--- src/rtl/uart_tx_arbiter_if.sv ---
// Bundle of requester-side streams, the single UART-side stream and grant status for uart_tx_arbiter.
// The slave modport is the arbiter's view; master is the surrounding environment.
interface uart_tx_arbiter_if #(
  parameter int NUM_REQ   = 4,
  parameter int DATA_BITS = 8
);
  localparam int GRANT_W = (NUM_REQ > 1) ? $clog2(NUM_REQ) : 1;

  logic [NUM_REQ-1:0]           s_valid;
  logic [NUM_REQ*DATA_BITS-1:0] s_data;
  logic [NUM_REQ-1:0]           s_last;
  logic [NUM_REQ-1:0]           s_ready;
  logic                         m_valid;
  logic [DATA_BITS-1:0]         m_data;
  logic                         m_ready;
  logic                         grant_valid;
  logic [GRANT_W-1:0]           grant_id;
  logic [7:0]                   burst_cnt;
  logic                         dbg_state;
  logic [GRANT_W-1:0]           dbg_rr_ptr;

  modport master (
    output s_valid, s_data, s_last, m_ready,
    input  s_ready, m_valid, m_data, grant_valid, grant_id, burst_cnt, dbg_state, dbg_rr_ptr
  );

  modport slave (
    input  s_valid, s_data, s_last, m_ready,
    output s_ready, m_valid, m_data, grant_valid, grant_id, burst_cnt, dbg_state, dbg_rr_ptr
  );
endinterface

--- src/rtl/uart_tx_arbiter.sv ---
// Round-robin scheduler sharing one UART transmitter among NUM_REQ byte streams; a grant lasts
// until the owner's 'last' byte or MAX_BURST bytes, then the pointer moves past the owner.
module uart_tx_arbiter #(
  parameter int NUM_REQ   = 4,
  parameter int DATA_BITS = 8,
  parameter int MAX_BURST = 16
) (
  input  logic             aclk,
  input  logic             areset,
  uart_tx_arbiter_if.slave bus
);
  localparam int GRANT_W = (NUM_REQ > 1) ? $clog2(NUM_REQ) : 1;

  // Handshake: a byte moves in any cycle where valid and ready are both high at the clock edge;
  // the arbiter is a pure combinational path, so m_valid/m_data/s_ready follow the owner directly.
  typedef enum logic {IDLE = 1'b0, GRANT = 1'b1} state_e;

  state_e               state_q;
  logic [GRANT_W-1:0]   rr_ptr_q;
  logic [GRANT_W-1:0]   grant_id_q;
  logic                 grant_valid_q;
  logic [7:0]           burst_cnt_q;

  logic [GRANT_W-1:0]   pick;
  logic                 pick_found;
  logic                 owner_valid;
  logic                 owner_last;
  logic [DATA_BITS-1:0] owner_data;
  logic                 xfer;
  logic                 burst_hit;
  logic                 release_now;
  logic [GRANT_W-1:0]   rr_next;

  always_comb begin : rr_pick
    logic [GRANT_W-1:0] idx;
    idx        = '0;
    pick       = '0;
    pick_found = 1'b0;
    for (int k = 0; k < NUM_REQ; k++) begin
      idx = GRANT_W'((int'(rr_ptr_q) + k) % NUM_REQ);
      if (!pick_found && bus.s_valid[idx]) begin
        pick_found = 1'b1;
        pick       = idx;
      end
    end
  end

  always_comb begin : owner_mux
    owner_valid = 1'b0;
    owner_last  = 1'b0;
    owner_data  = '0;
    for (int i = 0; i < NUM_REQ; i++) begin
      if (grant_id_q == GRANT_W'(i)) begin
        owner_valid = bus.s_valid[i];
        owner_last  = bus.s_last[i];
        owner_data  = bus.s_data[i*DATA_BITS +: DATA_BITS];
      end
    end
  end

  always_comb begin : pass_through
    bus.m_valid = 1'b0;
    bus.m_data  = '0;
    bus.s_ready = '0;
    if (state_q == GRANT) begin
      bus.m_valid = owner_valid;
      if (owner_valid) bus.m_data = owner_data;
      for (int i = 0; i < NUM_REQ; i++) begin
        if (grant_id_q == GRANT_W'(i)) bus.s_ready[i] = bus.m_ready;
      end
    end
  end

  assign xfer        = (state_q == GRANT) && owner_valid && bus.m_ready;
  assign burst_hit   = ({1'b0, burst_cnt_q} + 9'd1) == 9'(MAX_BURST);
  assign release_now = xfer && (owner_last || burst_hit);
  assign rr_next     = (grant_id_q == GRANT_W'(NUM_REQ - 1)) ? '0 : grant_id_q + 1'b1;

  always_ff @(posedge aclk or posedge areset) begin
    if (areset) begin
      state_q       <= IDLE;
      rr_ptr_q      <= '0;
      grant_valid_q <= 1'b0;
      grant_id_q    <= '0;
      burst_cnt_q   <= '0;
    end else begin
      case (state_q)
        IDLE: begin
          if (pick_found) begin
            grant_id_q    <= pick;
            grant_valid_q <= 1'b1;
            burst_cnt_q   <= '0;
            state_q       <= GRANT;
          end
        end
        GRANT: begin
          if (xfer) begin
            // burst_cnt keeps the final count of the finished grant until the next one starts
            burst_cnt_q <= burst_cnt_q + 8'd1;
            if (release_now) begin
              grant_valid_q <= 1'b0;
              rr_ptr_q      <= rr_next;
              state_q       <= IDLE;
            end
          end
        end
        default: state_q <= IDLE;
      endcase
    end
  end

  assign bus.grant_valid = grant_valid_q;
  assign bus.grant_id    = grant_id_q;
  assign bus.burst_cnt   = burst_cnt_q;
  assign bus.dbg_state   = (state_q == GRANT);
  assign bus.dbg_rr_ptr  = rr_ptr_q;
endmodule

--- src/flat_wrapper.sv ---
// flat-port wrapper written by rule: the top's interface ports become plain ports
module uart_tx_arbiter_flat 
#(
  parameter int NUM_REQ   = 4,
  parameter int DATA_BITS = 8,
  parameter int MAX_BURST = 16
)
  (aclk, areset, bus_s_valid, bus_s_data, bus_s_last, bus_m_ready, bus_s_ready, bus_m_valid, bus_m_data, bus_grant_valid, bus_grant_id, bus_burst_cnt, bus_dbg_state, bus_dbg_rr_ptr);
  uart_tx_arbiter_if #(.NUM_REQ(NUM_REQ), .DATA_BITS(DATA_BITS)) bus_i ();
  input  logic aclk;
  input  logic areset;
  input wire logic [$bits(bus_i.s_valid)-1:0] bus_s_valid;
  input wire logic [$bits(bus_i.s_data)-1:0] bus_s_data;
  input wire logic [$bits(bus_i.s_last)-1:0] bus_s_last;
  input wire logic [$bits(bus_i.m_ready)-1:0] bus_m_ready;
  output wire logic [$bits(bus_i.s_ready)-1:0] bus_s_ready;
  output wire logic [$bits(bus_i.m_valid)-1:0] bus_m_valid;
  output wire logic [$bits(bus_i.m_data)-1:0] bus_m_data;
  output wire logic [$bits(bus_i.grant_valid)-1:0] bus_grant_valid;
  output wire logic [$bits(bus_i.grant_id)-1:0] bus_grant_id;
  output wire logic [$bits(bus_i.burst_cnt)-1:0] bus_burst_cnt;
  output wire logic [$bits(bus_i.dbg_state)-1:0] bus_dbg_state;
  output wire logic [$bits(bus_i.dbg_rr_ptr)-1:0] bus_dbg_rr_ptr;
  assign bus_i.s_valid = bus_s_valid;
  assign bus_i.s_data = bus_s_data;
  assign bus_i.s_last = bus_s_last;
  assign bus_i.m_ready = bus_m_ready;
  assign bus_s_ready = bus_i.s_ready;
  assign bus_m_valid = bus_i.m_valid;
  assign bus_m_data = bus_i.m_data;
  assign bus_grant_valid = bus_i.grant_valid;
  assign bus_grant_id = bus_i.grant_id;
  assign bus_burst_cnt = bus_i.burst_cnt;
  assign bus_dbg_state = bus_i.dbg_state;
  assign bus_dbg_rr_ptr = bus_i.dbg_rr_ptr;
  uart_tx_arbiter #(.NUM_REQ(NUM_REQ), .DATA_BITS(DATA_BITS), .MAX_BURST(MAX_BURST)) u_core (.aclk(aclk), .areset(areset), .bus(bus_i));
endmodule
--- config.mk ---
export PLATFORM = sky130hd
export DESIGN_NAME = uart_tx_arbiter_flat
export DESIGN_NICKNAME = d
export VERILOG_FILES = /design/src/rtl/uart_tx_arbiter_if.sv /design/src/rtl/uart_tx_arbiter.sv /design/src/flat_wrapper.sv
export SDC_FILE = /design/constraint.sdc
export NUM_CORES = 1
export LEC_CHECK = 0
export CAP_MARGIN = 10
export CORE_MARGIN = 4
export CORE_UTILIZATION = 42
export CTS_CLUSTER_DIAMETER = 80
export DETAILED_ROUTE_END_ITERATION = 8
export PLACE_DENSITY = 0.87
export SYNTH_ARGS = -nofsm -noshare
export SYNTH_HDL_FRONTEND = slang
export SYNTH_SLANG_ARGS = --single-unit
--- constraint.sdc ---
create_clock -name aclk -period 3.2 [get_ports aclk]
set_input_delay 0.64 -clock aclk [delete_from_list [all_inputs] [get_ports aclk]]
set_output_delay 0.64 -clock aclk [all_outputs]
set_load 0.02 [all_outputs]
Word level (Yosys, flattened, before mapping). Cells that the tools add are included.

Register bits: 14. Output and inout port bits: 27. Input bits: 43. Word-level logic and storage cells: 86.

Bitwise logic cells: 1. Reductions and logical operators: 15. Multiplexer cells: 48. Add/subtract/negate cells: 6. Magnitude comparators: 4. Eq/ne operators: 7.

Operators by type and width (number): $mux 8 (8); $mux 1 (27); $pmux 8 s2 (1); $lt 2x3->1 const B (4); $mux 2 (5); $add 8x1->9 const B (1); $eq 9x5->1 const B (1); $add 8x1->8 const B (1); $bmux 1 s2 (4); $logic_and 1x1->1 (6); $reduce_and 3->1 (2); $add 2x1->2 const B (2); $add 2x2->2 const B (2); $eq 2x2->1 const B (2); $mux 4 (1); $ne 2x2->1 const B (2); $pmux 1 s2 (2); $reduce_and 2->1 (2); $logic_not 1->1 (3); $eq 2x1->1 const B (1); $logic_not 2->1 (1); $ne 2x1->1 const B (1); $logic_or 1x1->1 (1); $not 1->1 (1).

Logic depth before layout (Yosys ltp).
Depth after elaboration: 14. Gate-level depth with buffers: 8.

Worst setup path before layout. No wires, ideal clock.

Kind: reg2out. Start point: reg u_core.grant_id_q[0], in the netlist u_core.bus.grant_id[0]. End point: out bus_m_data[6]. Data arrival time: 1919 ps. Stages on the path, launching flop included: 8. Path slack: 641 ps. Path through: dfrtp_1 > inv_1 > ha_1 > clkbuf_1 > clkbuf_1 > nor2_1 > a211o_1 > a21oi_1.

Word-level cells in the longest chain between the ends: 7.

Ends and longest elaborated chain: from (decl) (RTL line uart_tx_arbiter.sv:20) `logic [GRANT_W-1:0] grant_id_q;`; from (signal assigned) (RTL line uart_tx_arbiter.sv:90) `grant_id_q <= pick;`; $logic_not 2->1 (RTL line uart_tx_arbiter.sv:53) `if (grant_id_q == GRANT_W'(i)) begin`; $mux 8 / $mux 1 (equally long branches) (4 in a row) (RTL line uart_tx_arbiter.sv:53); $mux 8 * (RTL line uart_tx_arbiter.sv:67) `if (owner_valid) bus.m_data = owner_data;`; $mux 8 * (RTL line uart_tx_arbiter.sv:65) `if (state_q == GRANT) begin`; to (decl) (RTL line flat_wrapper.sv:18) `output wire logic [$bits(bus_i.m_data)-1:0] bus_m_data;`.

Mark *: on every way between the ends. The rest lies on a longest branch, timed or not.

Worst setup path in the final report. Ends and elaborated chain as after synthesis.

==> key figures <==
Run status
  – Status: completed

Floorplanning
  – Chip height: approximately 63 um
  – Die ar.: 3926 sq um
  – Initial core utilization: 0.4474
  – # rows: 19
  – CORE AREA: 2805 sq um
  – Ports: 70
  – DIE WIDTH: 62.66 um

Drt
  – Drt drc: 0
  – Routed wl met3: 263 um
  – Wire per inst: 15.82 um
  – Number of vias per cell: 5.835
  – Post-route ant nets: 0
  – First-pass iteration count of the detailed router: 4
  – Initial drt markers: 90
  – Via count: 1587
  – Routed wire length: about 4300 um
  – Met2 WL: 2066 um
  – Routed length on met1: 1925 um
  – Max Used Layer: met4

Final layout
  – Register area: 350.3 sq um
  – Diodes inserted: 0
  – Layout Cell Area excl Fill: 2074 sq um
  – Nets: 292
  – Area of the multi-input gates: 855.8 sq um
  – # fillers: about 240
  – Layout Cells excl Fill: 272
  – Area grow syn2layout: 65.30%
  – Share of layout cells above drive strength 1: 0.06224

Worst hold path
  – Hold WC Path Type: reg2reg
  – Depth of the worst hold-timing path: 1
  – Hold Startpoint: u_core.bus.burst_cnt[6]$_DFFE_PP0P_
  – Worst Hold End: u_core.bus.burst_cnt[6]$_DFFE_PP0P_

Synthesis
  – Ys Warns: 0
  – Cells after synthesis: about 170
  – Post-synthesis sequential area ratio: 0.2792
  – Leading area contributor after synthesis: dfrtp_1
  – Syn avg cell area: 7.426 sq um
  – Cell Area, Synth: 1255 sq um
  – Commonest register cell after synthesis: dfrtp_1
  – Top-area cell type share of the netlist area: 0.2792
  – Seq cells post-synth: 14
  – Commonest cells in the netlist: a21oi_1, o21ai_0, dfrtp_1, nor2_1
  – Synth area leaders: dfrtp_1, a21oi_1, ha_1
  – Cell variety after synth: 37
  – Post-synthesis async set-or-reset flop share: 1.000
  – Post-synth EDFFs: 0
  – Syn_nets: 218

Clock tree
  – Post-CTS setup buffers: 0
  – Num Clock Sinks: 14
  – H-tree Lvls: 1
  – Clock Pin Slew Worst Setup and Hold Paths: ~0.08 ns
  – Clock Path Buffers: 2
  – Clk_lat worst skew: 0.28 ns
  – CTS tree: yes
  – Clock root buffer: clkbuf_4
  – Total CTS buffers: 3
  – CTS Hold Bufs: 0

Pwr
  – LEAKAGE: ~1 nW
  – Max IR drop VDD: 0.0006343 V
  – Pwr/cell area: ~870 nW/um^2

STA
  – Minimum clock period: 2.824 ns
  – Worst-Margin Slew: between 0.5 and 0.6 ns
  – Final Hold Fails: 0
  – Final period util: 0.8826
  – RSZ-0062 raised after global routing: false
  – Final max-slew violation count: 0
  – Clk_skew: 0.006021 ns
  – Achievable Freq: around 350 MHz
  – Slew HR: 0.6142
  – Setup violators final: 0

Placed design
  – I/O Buffers: 69
  – Cells after DPL: 268
  – Routability cong.: a little over 0.8
  – Post-DP HPWL: roughly 3300 um
  – Cell Area, Placed: 2003 sq um

Global route
  – Pin count of the biggest net entering global routing: 20
  – Tot GR Track Use: 0.2205
  – Grt total ovfl: 0
  – Vias in the first global route: 1472
  – First-pass GRT wire length: 7141 um
  – Antenna violations before repair: 0

Setup path
  – Crit-path max cell delay: 0.48 ns
  – R2R depth: 7
  – Worst Setup End Kind: output pin
  – Arrival @ worst endpoint: 2.18 ns
  – Worst R2R Setup Slack: 0.85 ns
  – Kind of start point of the critical path: flip-flop
  – Worst EP required: 2.56 ns
  – Critical R2R Launch: u_core.bus.grant_id[0]$_DFFE_PP0P_
  – Max FO, Critical Path: 7
  – FF-to-FF End: u_core.bus.dbg_rr_ptr[0]$_DFFE_PP0P_
  – Setup CP Type: reg2out
  – Worst-path cell with the longest stage delay: dfrtp_1
  – Cell Chain, Critical Path: ha_1, nand3b_1, a211oi_4, nand2_1, a21oi_1, dlymetal6s2s_1

Flow run
  – Max Cap Violations: 0
routing by layer:
layer | vias up | GRT usage
met5 | - | 0
met4 | 0 | 0.03581
met3 | 9 | 0.04496
met2 | 67 | 0.3609
met1 | 738 | 0.3032
li1 | 773 | -
cell usage in the layout, fill, tap and decap left out, types with 7 or more instances in the layout:
cell and count:
a21oi_1 15, a221oi_1 7, clkdlybuf4s50_1 60, dfrtp_1 14
dlymetal6s2s_1 9, inv_1 13, nand2_1 13, nor2_1 14
nor2b_1 8, nor3_1 10, o21ai_0 15
what timing repair did:
item | CTS | global route
endpoints found under the setup margin | 8 | 9
resized for setup | 2 | 12
cloned | 0 | 1
how the worst max path moves through the flow:
stage / startpoint / to
final: u_core.bus.grant_id[0]$_DFFE_PP0P_ / bus_m_data[6]
after global routing: u_core.bus.grant_id[0]$_DFFE_PP0P_ / bus_m_data[6]
after CTS: u_core.bus.grant_id[0]$_DFFE_PP0P_ / bus_m_data[2]
after detailed placement: bus_s_valid[1] / bus_m_data[6]
after global placement: bus_s_valid[1] / bus_m_data[6]
after floorplan: u_core.bus.grant_id[0]$_DFFE_PP0P_ / bus_m_data[6]
critical path, delay by kind of cell (launching register included):
family | cells | cell delay, ns
simple gates | 2 | 0.41
flops | 1 | 0.48
fa+ha+maj | 1 | 0.32
compound gates | 2 | 0.44
buf+inv | 1 | 0.24
logic make-up (layout without fill, tap and decap cells):
family / count (synthesis) / count (layout) / share of synthesized area
fa+ha+maj: 6 / 6 / 0.05982
compound gates: 57 / 57 / 0.3011
buf+inv: 20 / 91 / 0.05982
flops: 14 / 14 / 0.2792
mux: 2 / 2 / 0.01695
simple gates: 70 / 71 / 0.2832
where the power goes:
group | internal [mW] | switching, mW | leakage, nW
Sequential | 0.227 | 0.0822 | 0.172
Clock | 0.0437 | 0.0566 | 0.0138
Combinational | 0.628 | 0.761 | 0.810
Total | 0.899 | 0.900 | 0.996
registers in the layout (all words and copies together) (netlist names):
signal / flops
u_core.bus.dbg_state: 1
u_core.bus.grant_valid: 1
u_core.bus.dbg_rr_ptr: 2
u_core.bus.burst_cnt: 8
u_core.bus.grant_id: 2
layout make-up:
cell class,count,share of cell area
clock buffers,3,0.01086
inverters,13,0.02352
multi-input cells,136,0.4125
flip-flops and latches,14,0.1689
well taps,31,0.01870
repair buffers,75,0.3655
stage by stage:
stage / setup TNS, ns / total power [mW] / worst slack (ns) / util / hold slack [ns]
floorplan: 0 / 1.121 / 0.6409 / - / 0.5292
global placement: 0 / 1.631 / 0.04918 / 0.7141 / 0.5265
detailed placement: -0.01013 / 1.657 / -0.01013 / 0.7141 / 0.5341
CTS: 0 / 1.772 / 0.04398 / 0.7239 / 0.5534
global route: 0 / 1.956 / 0.2680 / 0.7395 / 0.5809
finish: 0 / 1.799 / 0.3755 / 0.7395 / 0.5577
No activity file was read; power rests on OpenSTA's default activity.
